`config.mk`:
```
export PLATFORM = sky130hd
export DESIGN_NAME = word_rotate_align
export DESIGN_NICKNAME = d
export VERILOG_FILES = /design/src/rtl/word_rotate_align.sv
export SDC_FILE = /design/constraint.sdc
export NUM_CORES = 1
export LEC_CHECK = 0
export ABC_AREA = 1
export ABC_CLOCK_PERIOD_IN_PS = 7050
export CORE_ASPECT_RATIO = 1.4
export CORE_MARGIN = 2
export CORE_UTILIZATION = 50
export CTS_BUF_LIST = sky130_fd_sc_hd__clkbuf_16
export DETAILED_ROUTE_END_ITERATION = 10
export MAX_ROUTING_LAYER = met4
export PLACE_DENSITY = 0.72
export SLEW_MARGIN = 20
export SYNTH_ARGS = -nofsm -noshare
export SYNTH_HDL_FRONTEND = slang
export SYNTH_SLANG_ARGS = --single-unit
```
`constraint.sdc`:
```
create_clock -name clk -period 7.05 [get_ports clk]
set_clock_uncertainty 0.1 [all_clocks]
set_input_delay 1.41 -clock clk [delete_from_list [all_inputs] [get_ports clk]]
set_output_delay 1.41 -clock clk [all_outputs]
set_load 0.02 [all_outputs]
```
`src/rtl/word_rotate_align.sv`:
```
// rtl/word_rotate_align.sv - sync-word search, verify and lock realigner for left-rotated word streams
// Optional lock-loss statistics counter enabled by WORD_ROTATE_ALIGN_STATS_EN.
module word_rotate_align #(
  parameter int                 WIDTH     = 32,
  parameter int                 DW        = 5,
  parameter logic [WIDTH-1:0]   SYNC      = 32'h1ACFFC1D,
  parameter int                 FRAME_LEN = 16,
  parameter int                 LOCK_CNT  = 3,
  parameter int                 LOSS_CNT  = 2
) (
  input  logic             clk,
  input  logic             rst_n,
  input  logic [WIDTH-1:0] din,
  input  logic             din_valid,
  output logic [WIDTH-1:0] dout,
  output logic             dout_valid,
  output logic             sof,
  output logic             locked,
  output logic [DW-1:0]    distance
`ifdef WORD_ROTATE_ALIGN_STATS_EN
  ,
  output logic [15:0]      lock_loss_cnt
`endif
);

  localparam int PW = $clog2(FRAME_LEN);
  localparam int HW = $clog2(LOCK_CNT + 1);
  localparam int MW = $clog2(LOSS_CNT + 1);

  typedef enum logic [1:0] {SEARCH = 2'd0, VERIFY = 2'd1, LOCKED = 2'd2} state_t;

  state_t           state_q, state_d;
  logic [DW-1:0]    dist_q, dist_d;
  logic [PW-1:0]    pos_q, pos_d, pos_inc;
  logic [HW-1:0]    hit_q, hit_d;
  logic [MW-1:0]    miss_q, miss_d;
  logic [WIDTH-1:0] dout_q, dout_d;
  logic             dv_q, dv_d, sof_q, sof_d;
  logic             hit_any, sync_ok;
  logic [DW-1:0]    hit_k;

  function automatic logic [WIDTH-1:0] rotr(input logic [WIDTH-1:0] x, input logic [DW-1:0] k);
    logic [2*WIDTH-1:0] dbl;
    dbl = {x, x} >> k;
    return dbl[WIDTH-1:0];
  endfunction

  function automatic logic [WIDTH-1:0] rotl(input logic [WIDTH-1:0] x, input logic [DW-1:0] k);
    logic [2*WIDTH-1:0] dbl;
    dbl = {x, x} << k;
    return dbl[2*WIDTH-1:WIDTH];
  endfunction

  // Scan from the top down so the lowest matching rotation wins.
  always_comb begin
    hit_any = 1'b0;
    hit_k   = '0;
    for (int k = WIDTH - 1; k >= 0; k--) begin
      if (din == rotl(SYNC, DW'(k))) begin
        hit_any = 1'b1;
        hit_k   = DW'(k);
      end
    end
  end

  assign sync_ok = (rotr(din, dist_q) == SYNC);
  assign pos_inc = (pos_q == PW'(FRAME_LEN - 1)) ? '0 : pos_q + PW'(1);

  always_comb begin
    state_d = state_q;
    dist_d  = dist_q;
    pos_d   = pos_q;
    hit_d   = hit_q;
    miss_d  = miss_q;
    if (din_valid) begin
      case (state_q)
        SEARCH: begin
          if (hit_any) begin
            dist_d  = hit_k;
            pos_d   = '0;
            hit_d   = HW'(1);
            miss_d  = '0;
            state_d = (LOCK_CNT == 1) ? LOCKED : VERIFY;
          end
        end
        VERIFY: begin
          pos_d = pos_inc;
          if (pos_inc == '0) begin
            if (sync_ok) begin
              hit_d = hit_q + HW'(1);
              if (hit_d == HW'(LOCK_CNT)) begin
                state_d = LOCKED;
                miss_d  = '0;
              end
            end else begin
              // The missing word itself is not searched; search resumes next word.
              state_d = SEARCH;
              pos_d   = '0;
              hit_d   = '0;
              miss_d  = '0;
            end
          end
        end
        LOCKED: begin
          pos_d = pos_inc;
          if (pos_inc == '0) begin
            if (sync_ok) begin
              miss_d = '0;
            end else begin
              miss_d = miss_q + MW'(1);
              if (miss_d == MW'(LOSS_CNT)) begin
                state_d = SEARCH;
                pos_d   = '0;
                hit_d   = '0;
                miss_d  = '0;
              end
            end
          end
        end
        default: state_d = SEARCH;
      endcase
    end
    dout_d = rotr(din, dist_d);
    dv_d   = din_valid && (state_d == LOCKED);
    sof_d  = dv_d && (pos_d == '0);
  end

  always_ff @(posedge clk or negedge rst_n) begin
    if (!rst_n) begin
      state_q <= SEARCH;
      dist_q  <= '0;
      pos_q   <= '0;
      hit_q   <= '0;
      miss_q  <= '0;
      dout_q  <= '0;
      dv_q    <= 1'b0;
      sof_q   <= 1'b0;
    end else begin
      state_q <= state_d;
      dist_q  <= dist_d;
      pos_q   <= pos_d;
      hit_q   <= hit_d;
      miss_q  <= miss_d;
      dout_q  <= dout_d;
      dv_q    <= dv_d;
      sof_q   <= sof_d;
    end
  end

  assign dout       = dout_q;
  assign dout_valid = dv_q;
  assign sof        = sof_q;
  assign locked     = (state_q == LOCKED);
  assign distance   = dist_q;

`ifdef WORD_ROTATE_ALIGN_STATS_EN
  logic [15:0] loss_q;

  always_ff @(posedge clk or negedge rst_n) begin
    if (!rst_n) begin
      loss_q <= '0;
    end else if (state_q == LOCKED && state_d == SEARCH && loss_q != 16'hFFFF) begin
      loss_q <= loss_q + 16'd1;
    end
  end

  assign lock_loss_cnt = loss_q;
`endif

endmodule

```
## Yosys cells after proc, flatten, opt, wreduce, memory -nomap -nowiden

Index checks and enable logic that the tools add are counted.

| storage, ports and cells | value |
|---|---|
| flip-flop bits (word level) | 49 |
| bits of input ports | 35 |
| output and inout bits | 40 |
| word-level logic and storage cells | 166 |

| operators by class | value |
|---|---|
| add/subtract/negate cells | 3 |
| eq/ne operators | 45 |
| shift-type cells | 2 |
| multiplexer cells | 100 |
| reduce and logical (&&, ||, !) cells | 8 |

Operator list:

| kind | count |
|---|---|
| 32-bit equality test, second input constant | 19 |
| 32-bit by 31-bit equality test with 1-bit output, second input constant | 6 |
| 5-bit two-way mux | 35 |
| 64-bit by 5-bit right shift with 32-bit output | 2 |
| 32-bit by 29-bit equality test with 1-bit output, second input constant | 3 |
| 32-bit by 30-bit equality test with 1-bit output, second input constant | 3 |
| 2-bit two-way mux | 21 |
| 32-bit by 27-bit equality test with 1-bit output, second input constant | 1 |
| 32-bit by 28-bit equality test with 1-bit output, second input constant | 1 |
| 1-bit two-way mux | 32 |
| 4-bit two-way mux | 8 |
| 2-bit one-hot mux with 3 select lines | 3 |
| 4-bit one-hot mux with 3 select lines | 1 |
| 2-bit equality test, second input constant | 4 |
| 4-bit logical NOT | 2 |
| 7-bit AND reduction | 1 |
| 2-bit inequality test, second input constant | 3 |
| 6-bit AND reduction | 1 |
| 2-bit by 1-bit adder with 2-bit output, second input constant | 2 |
| 4-bit by 1-bit adder with 4-bit output, second input constant | 1 |
| 4-bit equality test, second input constant | 1 |
| 2-bit by 1-bit inequality test with 1-bit output, second input constant | 2 |
| 3-bit inequality test, second input constant | 1 |
| 3-bit nonzero test | 1 |
| 3 further kinds | 4 |

## Logic depth before layout (Yosys ltp)

| logic depth | value |
|---|---|
| word-level depth | 39 |
| depth in mapped cells | 24 |
| gate-level depth less buffers | 22 |

## Worst setup path before layout

OpenSTA, ideal clock, no wires.

| timing path | value |
|---|---|
| path type | input to register |
| from | input port din[22] |
| to | register dout_q[1] (netlist: dout[1]) |
| library setup time | 118 ps |
| arrival | 3592 ps |
| required time | 6832 ps |
| path slack | 3240 ps |
| stages | 21 |
| buffers on the path | 2 |
| cells stage by stage | buf_2 -> nand2_1 -> nor2_1 -> inv_2 -> nor2_2 -> nand3b_1 -> o41ai_1 -> nor2_1 -> nand2_1 -> nor2_1 -> nand2_2 -> nand3_4 -> inv_2 -> nor2_1 -> a21oi_2 -> buf_4 -> nand3_1 -> nand3_1 -> nand3_1 -> nand3_1 -> nand2_1 |

| between the ends | value |
|---|---|
| word-level cells in the longest chain between the ends | 37 |
| elaborated cells on any way between the ends | 100 |
| those cells by class | eq/ne (32); shift (1); mux (67) |

Ends and longest elaborated chain:

| element | line | source |
|---|---|---|
| start: declaration | 13 | `input logic [WIDTH-1:0] din,` |
| 32-bit equality test | 59 | `if (din == rotl(SYNC, DW'(k))) begin` |
| 5-bit two-way mux / 1-bit two-way mux (equally long branches) (32 in a row) | 59 |  |
| 5-bit two-way mux | 78 | `if (hit_any) begin` |
| 5-bit two-way mux | 76 | `case (state_q)` |
| 5-bit two-way mux | 75 | `if (din_valid) begin` |
| 64-bit by 5-bit right shift with 32-bit output (*) | 44 | `dbl = {x, x} >> k;` |
| via dout_d[1] | 37 | `logic [WIDTH-1:0] dout_q, dout_d;` |
| end signal: assignment | 144 | `dout_q <= dout_d;` |
| end: declaration | 37 |  |

The timed path passes the listed nets; every way through them passes the cells marked *.
A chain may end at the register's enable or synchronous reset.

## Worst setup path in the final report

| timing path | value |
|---|---|
| from | input port din[0] |
| to | register dout_q[16] (netlist: dout[16]) |

The elaborated chain is that of the path after synthesis.

==> out/results.ini <==
[hold_path]
hp-class = register to register

[detailed_routing]
ant_nets = 0
drt-total-wl_um = 32600
wire_per_inst_um = 21.2
drc = 1
drt_iter0_drc = 1215
viasPerCell = 6.38
firstDrtPassIters = 11
via_count = 9829

[global_route]
grt-ovfl-total = 0
grt_start_max_net_pins = 67
track_usage_pct = 43.3
antenna_found_initial = 0
grt_pass1_vias = 9103
grt_first_pass_wirelength_um = 50600

[placed_design]
dp_hpwl_um = 25000
dp_slack_ps = 1430
numPortBuffers = 74
dpl.cell_count = 1533
place.gp.congestion = 1.18

[clock_tree]
cts_hold_buf = 0
cts_buffers = 5
clock_path_buffers = 2
ctsHtreeMaxLevel = 2
cts_root_buffer = clkbuf_16
clock_sinks = 49
cts_tree = built
clkTransAtPathRegs_ps = 70
post-cts-setup-buffer-count = 0
cts_resized = 0
insertion_delay_ps = 300

[sta]
post-route-min-period_ps = 6060
rsz0062_at_grt = false
worst_pin_slew_ps = 965
setup_tns_ps = 0
setup_slack_ps = 993
fin_crit_sh_pct = 85.9
finalMaxSlewViolations = 0
timing.fmax_mhz = 165
finalSetupViolations = 0
finalHoldViolCount = 0
slew_headroom_pct = 35.1

[yosys]
synth.distinct_cells = 40
yosysTopAreaCell = nand3_1
synth_top_family_by_area = simple AND/OR/NAND/NOR gates
syn-cell-area_sq_mm = 0.00729
synth_area_per_cell_sq_um = 5.46
synth-edff-count = 0
synth.area.top_cells = nand3_1, nand2_1, dfrtp_1
yosys_most_used_dff = dfrtp_1
ys_seq_elements = 49
post-synth-top-count-cell = nand2_1
synthXorXnorAreaFrac_pct = 0
yosys.area_share.simple_pct = 57.6
async_flop_share_pct = 100
synth_top_area_share_pct = 23.1
postSynthCellCount = 1334
syn-num-nets = 1376
muxShareOfSynthArea_pct = 3.84
synth_seq_area_share_pct = 16.8
post_synth_fa_ha_maj_area_fraction_pct = 1.20
yosys_warnings = 0
yosys-top-cells-count = nand2_1, nand3_1, nor2_1
synth_compound_area_share_pct = 9.08

[power]
p_leak_nw = 3.70
power_density_mw_per_mm2 = 114
vdd.ir_drop.worst_v = 0.000169
finalPower_mw = 0.927

[floorplanning]
die_area_sq_mm = 0.0156
fp.dieW_um = 106
ios = 75
rows = 52
core_sq_mm = 0.0144
die_h_um = 147
initial_core_util_pct = 50.7

[critical_path]
cp.arrival_ps = 6140
worstSetupStartpointType = input pin
critPathKind = input pin to register
required_ps = 7140
end_kind = register
crit_fanout = 32

[finish]
syn_to_final_growth_pct = 11.7
multiInputGateArea_sq_mm = 0.00524
diodes = 0
num-fill-cells = 1489
fin_nets = 1393
regArea_sq_mm = 0.00123
drive_above_1_share_pct = 3.92
stdcell_count = 1541

[status]
outcome = complete, but fails checks
failed_checks = DRC

[run]
maxCapViolations = 0

layer usage:
metal,part of all wire [%],GRT usage [%],up-vias
li1,-,-,4529
met1,36,50.9,4367
met2,46,69.1,729
met3,10,6.83,204
met4,7.7,26.9,0
met5,0,-,-
worst paths after layout:
path,from,to,slack (ps),cells after the start
max,din[0],dout[16],990,20
min in group asynchronous,rst_n,dout[26],1020,1
max in group asynchronous,rst_n,dout[15],5390,1
min reg2reg,miss_q[1],miss_q[1],380,2
max reg2reg,distance[2],dout_valid,3060,16
min,miss_q[1],miss_q[1],380,2
layout make-up:
class	instances	share of cell area (%)
Timing Repair Buffer	86	10.2
Tap cell	189	2.91
Clock buffer	5	1.54
Multi-Input combinational cell	1087	64.3
Sequential cell	49	15.1
Inverter	122	5.63
Clock inverter	3	0.354
flip-flops by register name (all words and copies together), names as in the netlist:
register	cells
distance	5
dout	32
dout_valid	1
hit_q	2
miss_q	2
pos_q	4
sof	1
state_q	2
cells by family after synthesis:
group	count (synthesis)
AND/OR/NAND/NOR	932
buffers and inverters	198
AO/OA/AOI/OAI	120
flip-flops	49
multiplexers	28
adder cells (fa/ha/maj)	7
power by group:
part	switching (mW)	internal, mW	leakage [nW]
sequential	0.0180	0.310	0.591
clock	0.117	0.136	0.0763
combinational	0.234	0.112	3.04
placed cells by master (no fill, tap or decap), types with 2 or more instances in the layout:
master | Yosys | layout
nand4_1 | 36 | 36
nor2_1 | 140 | 140
inv_2 | 7 | 7
ha_1 | 7 | 7
mux2i_1 | 28 | 28
clkdlybuf4s50_1 | 0 | 73
nor2_2 | 4 | 4
nand2_1 | 338 | 338
dfrtp_1 | 49 | 49
nand2_2 | 3 | 3
a21oi_1 | 14 | 14
o21a_1 | 4 | 4
a21boi_0 | 2 | 2
nand3_1 | 337 | 337
o21ai_1 | 4 | 4
clkbuf_16 | 0 | 5
nor4_1 | 17 | 17
nor3_1 | 35 | 35
buf_4 | 3 | 13
o21ai_0 | 83 | 83
nand3b_1 | 4 | 4
nor4b_1 | 2 | 2
o41ai_1 | 4 | 4
o22ai_1 | 3 | 2
inv_1 | 114 | 114
or2_2 | 11 | 11
critical path, stage by stage:
cell,delay (ps)
clkdlybuf4s50_1,770
nand2_1,220
nor2_1,410
nand3_1,120
nor3_1,740
nand4_1,310
o41ai_1,200
nor2_1,150
nand2_1,100
nor2_1,90
nand2_2,100
nand3_4,100
inv_2,130
nand3_1,80
nand2_1,300
inv_2,320
nand3_1,240
nand3_1,130
nand3_1,140
nand2_1,70
per-stage QoR:
step | instance area (sq um) | util (%) | hold WS (ps)
2_1_floorplan | 7290 | - | 337
3_3_place_gp | 7980 | 55.5 | 352
3_5_place_dp | 7980 | 55.5 | 366
4_1_cts | 8140 | 56.6 | 384
5_1_grt | 8140 | 56.6 | 418
6_report | 8140 | 56.6 | 383
Note: power is estimated with default switching activity, not from simulation.
